`src/rtl/exc_pkg.sv`:
```
// rtl/exc_pkg.sv - shared types, cause codes and code helper for exc_ctrl
package exc_pkg;

    typedef enum logic [1:0] {
        IDLE    = 2'd0,
        REQUEST = 2'd1,
        HANDLER = 2'd2
    } state_t;

    localparam logic [3:0] ES_NONE  = 4'h0;
    localparam logic [3:0] ES_INVOP = 4'h1;

    // Cause code reported for pending index; the external IRQ sits at index NSRC
    function automatic logic [3:0] code_of(input int index);
        return 4'(index + 1);
    endfunction

endpackage

```
`src/rtl/sync_edge.sv`:
```
// rtl/sync_edge.sv - 2-flop synchronizer with rising-edge pulse output
module sync_edge (
    input  logic clk,
    input  logic rst,
    input  logic din,
    output logic pulse
);

    logic meta_q;
    logic sync_q;
    logic dly_q;

    // Two synchronizer stages followed by a delayed copy for edge detection
    always_ff @(posedge clk or posedge rst) begin
        if (rst) begin
            meta_q <= 1'b0;
            sync_q <= 1'b0;
            dly_q  <= 1'b0;
        end else begin
            meta_q <= din;
            sync_q <= meta_q;
            dly_q  <= sync_q;
        end
    end

    assign pulse = sync_q & ~dly_q;

endmodule

```
`src/rtl/exc_ctrl.sv`:
```
// rtl/exc_ctrl.sv - exception/interrupt request generator with handler tracking
module exc_ctrl
    import exc_pkg::*;
#(
    parameter int NSRC = 4
) (
    input  logic            clk,
    input  logic            reset,
    input  logic [NSRC-1:0] exc_src,
    input  logic            ext_irq,
    input  logic            irq_en,
    input  logic            ExcAck,
    input  logic            ERet,
    output logic            Exc,
    output logic [3:0]      EStatus,
    output logic            in_handler,
    output logic [NSRC:0]   pending
);

    state_t        state_q;
    state_t        state_d;
    logic [3:0]    estatus_d;
    logic          irq_pulse;
    logic          take;
    logic [NSRC:0] eff;
    logic [NSRC:0] set_mask;
    logic [NSRC:0] clr_mask;
    logic [NSRC:0] pending_d;
    logic [3:0]    win_code;

    sync_edge u_irq_sync (
        .clk   (clk),
        .rst   (reset),
        .din   (ext_irq),
        .pulse (irq_pulse)
    );

    // The enable gates only which pending bits may be selected, never latching
    assign eff      = pending & {irq_en, {NSRC{1'b1}}};
    assign set_mask = {irq_pulse, exc_src};
    assign take     = (state_q == REQUEST) && ExcAck;

    // Lowest set index of eff wins; scan from the top so the lowest overwrites
    always_comb begin
        win_code = ES_NONE;
        for (int i = NSRC; i >= 0; i--) begin
            if (eff[i]) win_code = code_of(i);
        end
    end

    // The winner is recovered from the held EStatus, so late arrivals cannot retarget the clear
    always_comb begin
        clr_mask = '0;
        for (int i = 0; i <= NSRC; i++) begin
            clr_mask[i] = take && (EStatus == code_of(i));
        end
    end

    // Set is applied after clear so an event coinciding with its own ack is kept
    assign pending_d = (pending & ~clr_mask) | set_mask;

    // Next-state and cause-code selection for the request/handler handshake
    always_comb begin
        state_d   = state_q;
        estatus_d = EStatus;
        case (state_q)
            IDLE: begin
                if (|eff) begin
                    state_d   = REQUEST;
                    estatus_d = win_code;
                end
            end
            REQUEST: begin
                if (ExcAck) state_d = HANDLER;
            end
            HANDLER: begin
                if (ERet) begin
                    state_d   = IDLE;
                    estatus_d = ES_NONE;
                end
            end
            default: begin
                state_d   = IDLE;
                estatus_d = ES_NONE;
            end
        endcase
    end

    // State, cause code and sticky pending bits
    always_ff @(posedge clk or posedge reset) begin
        if (reset) begin
            state_q <= IDLE;
            EStatus <= ES_NONE;
            pending <= '0;
        end else begin
            state_q <= state_d;
            EStatus <= estatus_d;
            pending <= pending_d;
        end
    end

    assign Exc        = (state_q == REQUEST);
    assign in_handler = (state_q == HANDLER);

endmodule
```
`config.mk`:
```
export PLATFORM = sky130hd
export DESIGN_NAME = exc_ctrl
export DESIGN_NICKNAME = d
export VERILOG_FILES = /design/src/rtl/exc_pkg.sv /design/src/rtl/sync_edge.sv /design/src/rtl/exc_ctrl.sv
export SDC_FILE = /design/constraint.sdc
export NUM_CORES = 1
export LEC_CHECK = 0
export ABC_CLOCK_PERIOD_IN_PS = 1700
export CAP_MARGIN = 20
export CORE_MARGIN = 5
export CORE_UTILIZATION = 45
export DETAILED_ROUTE_END_ITERATION = 16
export GPL_ROUTABILITY_DRIVEN = 0
export GPL_TIMING_DRIVEN = 0
export PLACE_DENSITY = 0.8
export SLEW_MARGIN = 20
export SYNTH_ARGS = -nofsm -noshare
export SYNTH_HDL_FRONTEND = slang
export SYNTH_SLANG_ARGS = --single-unit
```
`constraint.sdc`:
```
create_clock -name clk -period 1.7 [get_ports clk]
set_input_delay 0.51 -clock clk [delete_from_list [all_inputs] [get_ports clk]]
set_output_delay 0.51 -clock clk [all_outputs]
set_load 0.03 [all_outputs]
```
# Word level (Yosys, flattened, before mapping)
# Index checks and enable logic that the tools add are counted.
[totals] reg_bits=14 ram_bits=0 latchBits=0 rom_bits=0 output_inout_bits=11 elab_cells=45 n_memories=0
[classes] bitwise_logic=7 div=0 muxes=12 n_reduce_logical=10 eq_ne=10 order_cmp=0 shift=0 multipliers=0 addsub=0
[ops] operator="$mux 4" n=6
[ops] operator="$pmux 4 s3" n=1
[ops] operator="$and 5x5->5" n=2
[ops] operator="$eq 4x2->1 const B" n=2
[ops] operator="$eq 4x3->1 const B" n=2
[ops] operator="$logic_and 1x1->1" n=6
[ops] operator="$mux 2" n=3
[ops] operator="$ne 2x2->1 const B" n=3
[ops] operator="$pmux 2 s3" n=1
[ops] operator="$reduce_and 3->1" n=2
[ops] operator="$not 5->5" n=1
[ops] operator="$or 5x5->5" n=1
[ops] operator="$reduce_or 5->1" n=1
[ops] operator="$eq 4x1->1 const B" n=1
[ops] operator="$mux 3" n=1
[ops] operator="$eq 2x1->1 const B" n=1
[ops] operator="$eq 2x2->1 const B" n=1
[ops] operator="$logic_not 2->1" n=1
[ops] operator="$not 1->1" n=2
[ops] operator="$and 1x1->1" n=1

# Longest topological paths before layout
# Gate-level depths: netlist (run 1).
[depth] ltp_word=8 ltp_mapped=4 ltp_nobuf=3

# Modules after synthesis
# From an unflattened synthesis (run 1), not the netlist that was laid out.
[unflattened] cells_unflattened=58 hier_area_um2=599.3
[modules_own_cells] module="exc_ctrl" cells_per_inst=53 area_per_inst_um2=506.7 seq_area_each_um2=250.2 instances=1
[modules_own_cells] module="sync_edge" cells_per_inst=5 area_per_inst_um2=92.6 seq_area_each_um2=75.1 instances=1

# Worst setup path before layout (run 1)
# OpenSTA, ideal clock, no wires.
[synth_path] path_kind="register to output" start="reg state_q[1]" end="out in_handler" path_buffers=0 arrival_ps=887 stages_incl_launch_ff=2 required_ps=1190 path_slack_ps=303 path_cell_list="dfrtp_1 -> nor2b_1"
[synth_via] elab_chain_cells=1
[synth_lines] element="start: declaration" line_no="exc_ctrl.sv:20" text="state_t state_q;"
[synth_lines] element="start signal: assignment" line_no="exc_ctrl.sv:96" text="state_q <= state_d;"
[synth_lines] element="$eq 2x2->1" line_no="exc_ctrl.sv:103" text="assign in_handler = (state_q == HANDLER);"
[synth_lines] element="end: declaration" line_no="exc_ctrl.sv:16" text="output logic in_handler,"
# No other way between the ends.

# Worst setup path in the final report (run 1)
[layout_path] start="reg state_q[0]" end="out Exc"
[layout_via] elab_chain_cells=1
[layout_lines] element="$eq 2x1->1" line_no="exc_ctrl.sv:102" text="assign Exc = (state_q == REQUEST);"
[layout_lines] element="end: declaration" line_no="exc_ctrl.sv:14" text="output logic Exc,"
# No other way between the ends.

==> results_dict.tcl, run 1 <==
set metrics [dict create \
    status "finished, final reports clean" \
    timing.final.crit_period_ps 1640 \
    synth.most_common_cell "dfrtp_1" \
    portBuffers 19 \
    dp_hpwl_um 1020 \
    critPathLaunchType "flop" \
    p_leak_uw 0.000340 \
    clock_skew_ps 4.71 \
    netlist_area_um2 592 \
    drt_iter0_drc 15 \
    rrSetupSlack_ps 410 \
    arrival_ps 1130 \
    critPathKind "reg -> out" \
    ant_nets 0 \
    initial_core_util 0.466 \
    diodes 0 \
    grt-ovfl-total 0 \
    place_inst 88 \
    ys.flop_type "dfrtp_1" \
    clk_pin_slew_ps 80 \
    grt_usage 0.151 \
    slew_headroom 0.656 \
    route.vias.total 529 \
    insertion_delay_ps 270 \
    antenna_found_initial 0 \
    rows 13 \
    cts.htree.levels 1 \
    vdd_drop_max_mv 0.580 \
    nets 91 \
    cp_max_fo 7 \
    synth.avg_cell_area_um2 11.0 \
    rsz0062_at_grt "false" \
    layout_setup_ws_ps 57.6 \
    postCtsHoldBufs 0 \
    tightest_slew_ps 515 \
    placed_area_um2 801 \
    cts_max_path_buffers 2 \
    die_h_um 46.3 \
    synth_cells 54 \
    setup_viol 0 \
    grt_max_degree 14 \
    fp.dieW_um 46.3 \
    power.density_nw_per_um2 1330 \
    pre_cts_ws_ps -233 \
    yosysWarningCount 0 \
    cts-root-buf "clkbuf_4" \
    cap_violations 0 \
    drc 0 \
    grt_pass1_wl_um 2200 \
    ys_types 26 \
    power_uw 1120 \
    cts_tree "yes" \
    cts_made_buffers 3 \
    drv_slew 0 \
    synth-seq-area-share 0.550 \
    synth_top_cell_area_share 0.550 \
    fin_area_um2 841 \
    vias_per_cell 5.57 \
    period_share 0.966 \
    critical_path_required_ps 1190 \
    synthToLayoutAreaGrowth_pct 42.1 \
    hold_class "reg -> reg" \
    fin_setup_tns_ps 0 \
    yosys-top-cells-area "dfrtp_1, a21o_1, nor2b_1" \
    grt_pass1_vias 466 \
    dieArea_um2 2140 \
    synth_largest_area_cell "dfrtp_1" \
    synth_edf_count 0 \
    clkSinkCount 13 \
    wl_per_cell_um 14.7 \
    drt-total-wl_um 1400 \
    coreArea_um2 1270 \
    ys_top_cells_by_count "dfrtp_1, a21o_1, inv_1" \
    syn_nets 64 \
    synth-async-reset-ratio 1.00 \
    drive_above_1_share 0.200 \
    io_pins 21 \
    hold_violations 0 \
    finalNonFillerCells 95 \
    firstDrtPassIters 4 \
    critPathCaptureType "output port" \
    ys_ff_latch 13 \
    fmax_mhz 609 \
]
## cell families after synthesis
| family | Yosys count | synth area share |
|---|---|---|
| AND/OR/NAND/NOR | 19 | 0.207 |
| AO/OA/AOI/OAI | 14 | 0.167 |
| flip-flops | 13 | 0.550 |
| buffers and inverters | 6 | 0.0507 |
| multiplexers | 1 | 0.0190 |
| other | 1 | 0.00634 |
## critical path, stage by stage, from the launching register on
cell and delay (ps):
dfrtp_2 430, nor2b_1 130, buf_4 150, buf_6 140
## layout by cell type, fill, tap and decap left out, drive strengths merged
cell type      instances
inv                    4
o22ai                  1
mux2                   1
nand3                  3
nand3b                 1
a22o                   1
dlygate4sd2            7
nor3                   1
dfrtp                 13
a21o                   4
a21oi                  1
clkdlybuf4s15          1
nand4                  2
nand2                  1
nand4b                 1
nand2b                 1
a32o                   1
conb                   1
nor3b                  1
clkbuf                 5
buf                    6
a211oi                 2
nor2                   3
o21ai                  3
o311ai                 1
clkdlybuf4s50          9
nor2b                  3
and3b                  1
and4bb                 1
## routing by layer
layer  wire length (um)  up-vias  track usage
met4                 55        0        0.136
met3                 67        4       0.0117
met5                  0        -            0
met1                620      250        0.191
li1                   -      251            -
met2                653       24        0.225
## final cells by class
class	instances	area, um2
Fill cell	108	428
Sequential cell	13	328
Multi-Input combinational cell	35	236
Timing Repair Buffer	22	201
Clock buffer	4	26.3
Tap cell	15	18.8
Buffer	2	15.0
Inverter	4	15.0
## worst paths after layout
kind / startpoint / end / depth (start not counted)
worst max register to register: state_q[1] / EStatus[2] / 4
worst min-delay path: u_irq_sync.meta_q / u_irq_sync.sync_q / 0
min in group asynchronous: reset / EStatus[1] / 2
worst min register to register: u_irq_sync.meta_q / u_irq_sync.sync_q / 0
max in group asynchronous: reset / state_q[0] / 2
worst max-delay path: state_q[0] / Exc / 3
## state kept, by name, summed over array words and instances (netlist names)
register and flops:
u_irq_sync.dly_q 1, u_irq_sync.meta_q 1, state_q 2, pending 5
EStatus 3, u_irq_sync.sync_q 1
## per-stage QoR
| step | hold slack, ps | util |
|---|---|---|
| after floorplan | 331 | - |
| after global placement | 343 | 0.631 |
| after detailed placement | 342 | 0.631 |
| after CTS | 359 | 0.649 |
| after global routing | 372 | 0.663 |
| final | 358 | 0.663 |
## where the power goes
| part | switching, uW | internal [uW] | leakage (uW) | total [uW] |
|---|---|---|---|---|
| registers | 70.5 | 366 | 0.000141 | 436 |
| logic | 255 | 237 | 0.000184 | 491 |
| clock network | 97.2 | 90.9 | 0.0000150 | 188 |
## what timing repair did
item                                   in CTS  in global routing
setup buffers                               0                  3
setup endpoints to repair                  10                  3
gates resized for setup                    17                  6
endpoints found under the hold margin       0                  0
No activity file was read; power rests on OpenSTA's default activity.
==> run 2: changes to the inputs <==
CTS_CLUSTER_SIZE = 10   (was unset)
TNS_END_PERCENT = 50   (was unset)
==> results of run 2 <==
The final DEF is identical to that of run 1; final timing and power are the same.
==> run 3: changes to the inputs <==
ABC_AREA = 0   (was unset)
SYNTH_HIERARCHICAL = 1   (was unset)
==> results_dict.tcl, run 3 <==
set metrics [dict create \
    cts-root-buf "clkbuf_4" \
    initial_core_util 0.466 \
    cts_made_buffers 3 \
    cts_tree "yes" \
    synth_largest_area_cell "dfrtp_1" \
    reg.largest.list "pending (5), EStatus (3), state_q (2)" \
    fin_util 0.666 \
    cp_slowest_cell "dfrtp_1" \
    status "finished, final reports clean" \
    clkSinkCount 13 \
    yosysWarningCount 6 \
    clock_skew_ps 3.97 \
    largest_register_ff_count 5 \
    antenna_found_initial 0 \
    critPathKind "reg -> out" \
    ys_top_cells_by_count "dfrtp_1, a21o_1" \
    cp_max_fo 6 \
    path_cells "dlygate4sd2_1" \
    drc 0 \
    final_common_cell "dfrtp_1" \
    fmax_mhz 611 \
    wl_per_cell_um 13.1 \
    regMostFlops "pending" \
    hold_violations 0 \
    firstDrtPassIters 4 \
    finalNonFillerCells 100 \
    grt_usage 0.140 \
    synth_cells 58 \
    cap_violations 0 \
    fp.dieW_um 46.5 \
    grt_pass1_wl_um 2030 \
    nets 96 \
    synth-seq-area-share 0.543 \
    final_cell_mix "dfrtp_1, clkdlybuf4s50_1, dlygate4sd2_1" \
    synth_edf_count 0 \
    hold_class "reg -> reg" \
    crit_buf_inv 1 \
    cts.htree.levels 1 \
    portBuffers 19 \
    ys_types 24 \
    synth_top_cell_area_share 0.543 \
    critPathCaptureType "output port" \
    grt_max_degree 11 \
    drt_iter0_drc 12 \
    drt-total-wl_um 1310 \
    fin_setup_tns_ps 0 \
    route.vias.total 531 \
    timing.final.crit_period_ps 1640 \
    power_uw 1100 \
    critPathLaunchType "flop" \
    synth-async-reset-ratio 1.00 \
    p_leak_uw 0.000358 \
    grt-ovfl-total 0 \
    ant_nets 0 \
    grt_pass1_vias 474 \
    io_pins 21 \
    cpLargestDelayFamily "flip-flops" \
    power.density_nw_per_um2 1280 \
    critical_path_required_ps 1190 \
    drv_slew 0 \
    cpPeakStageDelay_ps 430 \
    clk_pin_slew_ps 80 \
    dieArea_um2 2160 \
    netlist_area_um2 599 \
    ys_ff_latch 13 \
    dp_hpwl_um 991 \
    vias_per_cell 5.31 \
    period_share 0.963 \
    syn_nets 68 \
    setup_viol 0 \
    coreArea_um2 1280 \
    drive_above_1_share 0.141 \
    ys.flop_type "dfrtp_1" \
    synthToLayoutAreaGrowth_pct 42.8 \
    cts_max_path_buffers 2 \
    insertion_delay_ps 280 \
    die_h_um 46.5 \
    arrival_ps 1130 \
    synth.avg_cell_area_um2 10.3 \
    place_inst 92 \
    rows 13 \
    rsz0062_at_grt "false" \
    vdd_drop_max_mv 0.757 \
    diodes 0 \
    synth.most_common_cell "dfrtp_1" \
    yosys-top-cells-area "dfrtp_1, a21o_1, nand4_1" \
]
[run 3: what timing repair did]
| action | CTS | global route |
|---|---|---|
| buffers inserted | 0 | 4 |
| gates resized for setup | 19 | 3 |
| hold buffers | 0 | 0 |
| setup endpoints to repair | 10 | 3 |
[run 3: worst paths after layout]
kind                                   startpoint           endpoint  slack, ps  depth (start not counted)
worst max register to register         state_q[1]         state_q[0]        160                          5
max in group asynchronous                   reset         pending[0]        880                          2
worst max-delay path                   EStatus[2]         EStatus[2]         60                          1
worst min-delay path            u_irq_sync/meta_q  u_irq_sync/sync_q        370                          0
worst min register to register  u_irq_sync/meta_q  u_irq_sync/sync_q        370                          0
min in group asynchronous                   reset  u_irq_sync/meta_q        420                          2
[run 3: kinds of logic after synthesis]
family          after synthesis  synth area share
other cells                   1           0.00626
simple gates                 21             0.217
flops                        13             0.543
compound gates               17             0.184
buf+inv                       6            0.0501
[run 3: power by group]
part,leakage [uW],switching (uW),internal (uW)
Sequential,0.000143,60.4,360
Combinational,0.000200,255,237
Clock,0.0000150,96.6,91.1
Total,0.000358,412,688
[run 3: stage by stage]
stage	instance area (um2)	hold slack, ps	setup WS (ps)
final	856	369	62.7
after CTS	831	373	-2.26
after floorplan	599	264	337
after global routing	856	380	3.32
after global placement	808	334	-233
after detailed placement	808	348	-240
[run 3: layout make-up]
cell class	instances	area, um2
plain buffers	2	18.8
multi-input cells	39	244
repair buffers	23	208
flip-flops and latches	13	325
well taps	15	18.8
clock buffers	4	26.3
inverters	4	15.0
fillers	112	429
[run 3: worst register-to-register path: stages, from the launching register on]
cell	delay [ps]
dfrtp_1	400
buf_4	140
buf_4	120
nor3_1	410
nand2_1	140
o21a_1	210
[run 3: layer usage]
layer  share of wire  GRT usage
met2            0.46      0.212
met3            0.12     0.0508
met4           0.012      0.102
met1            0.41      0.160
met5               0          0
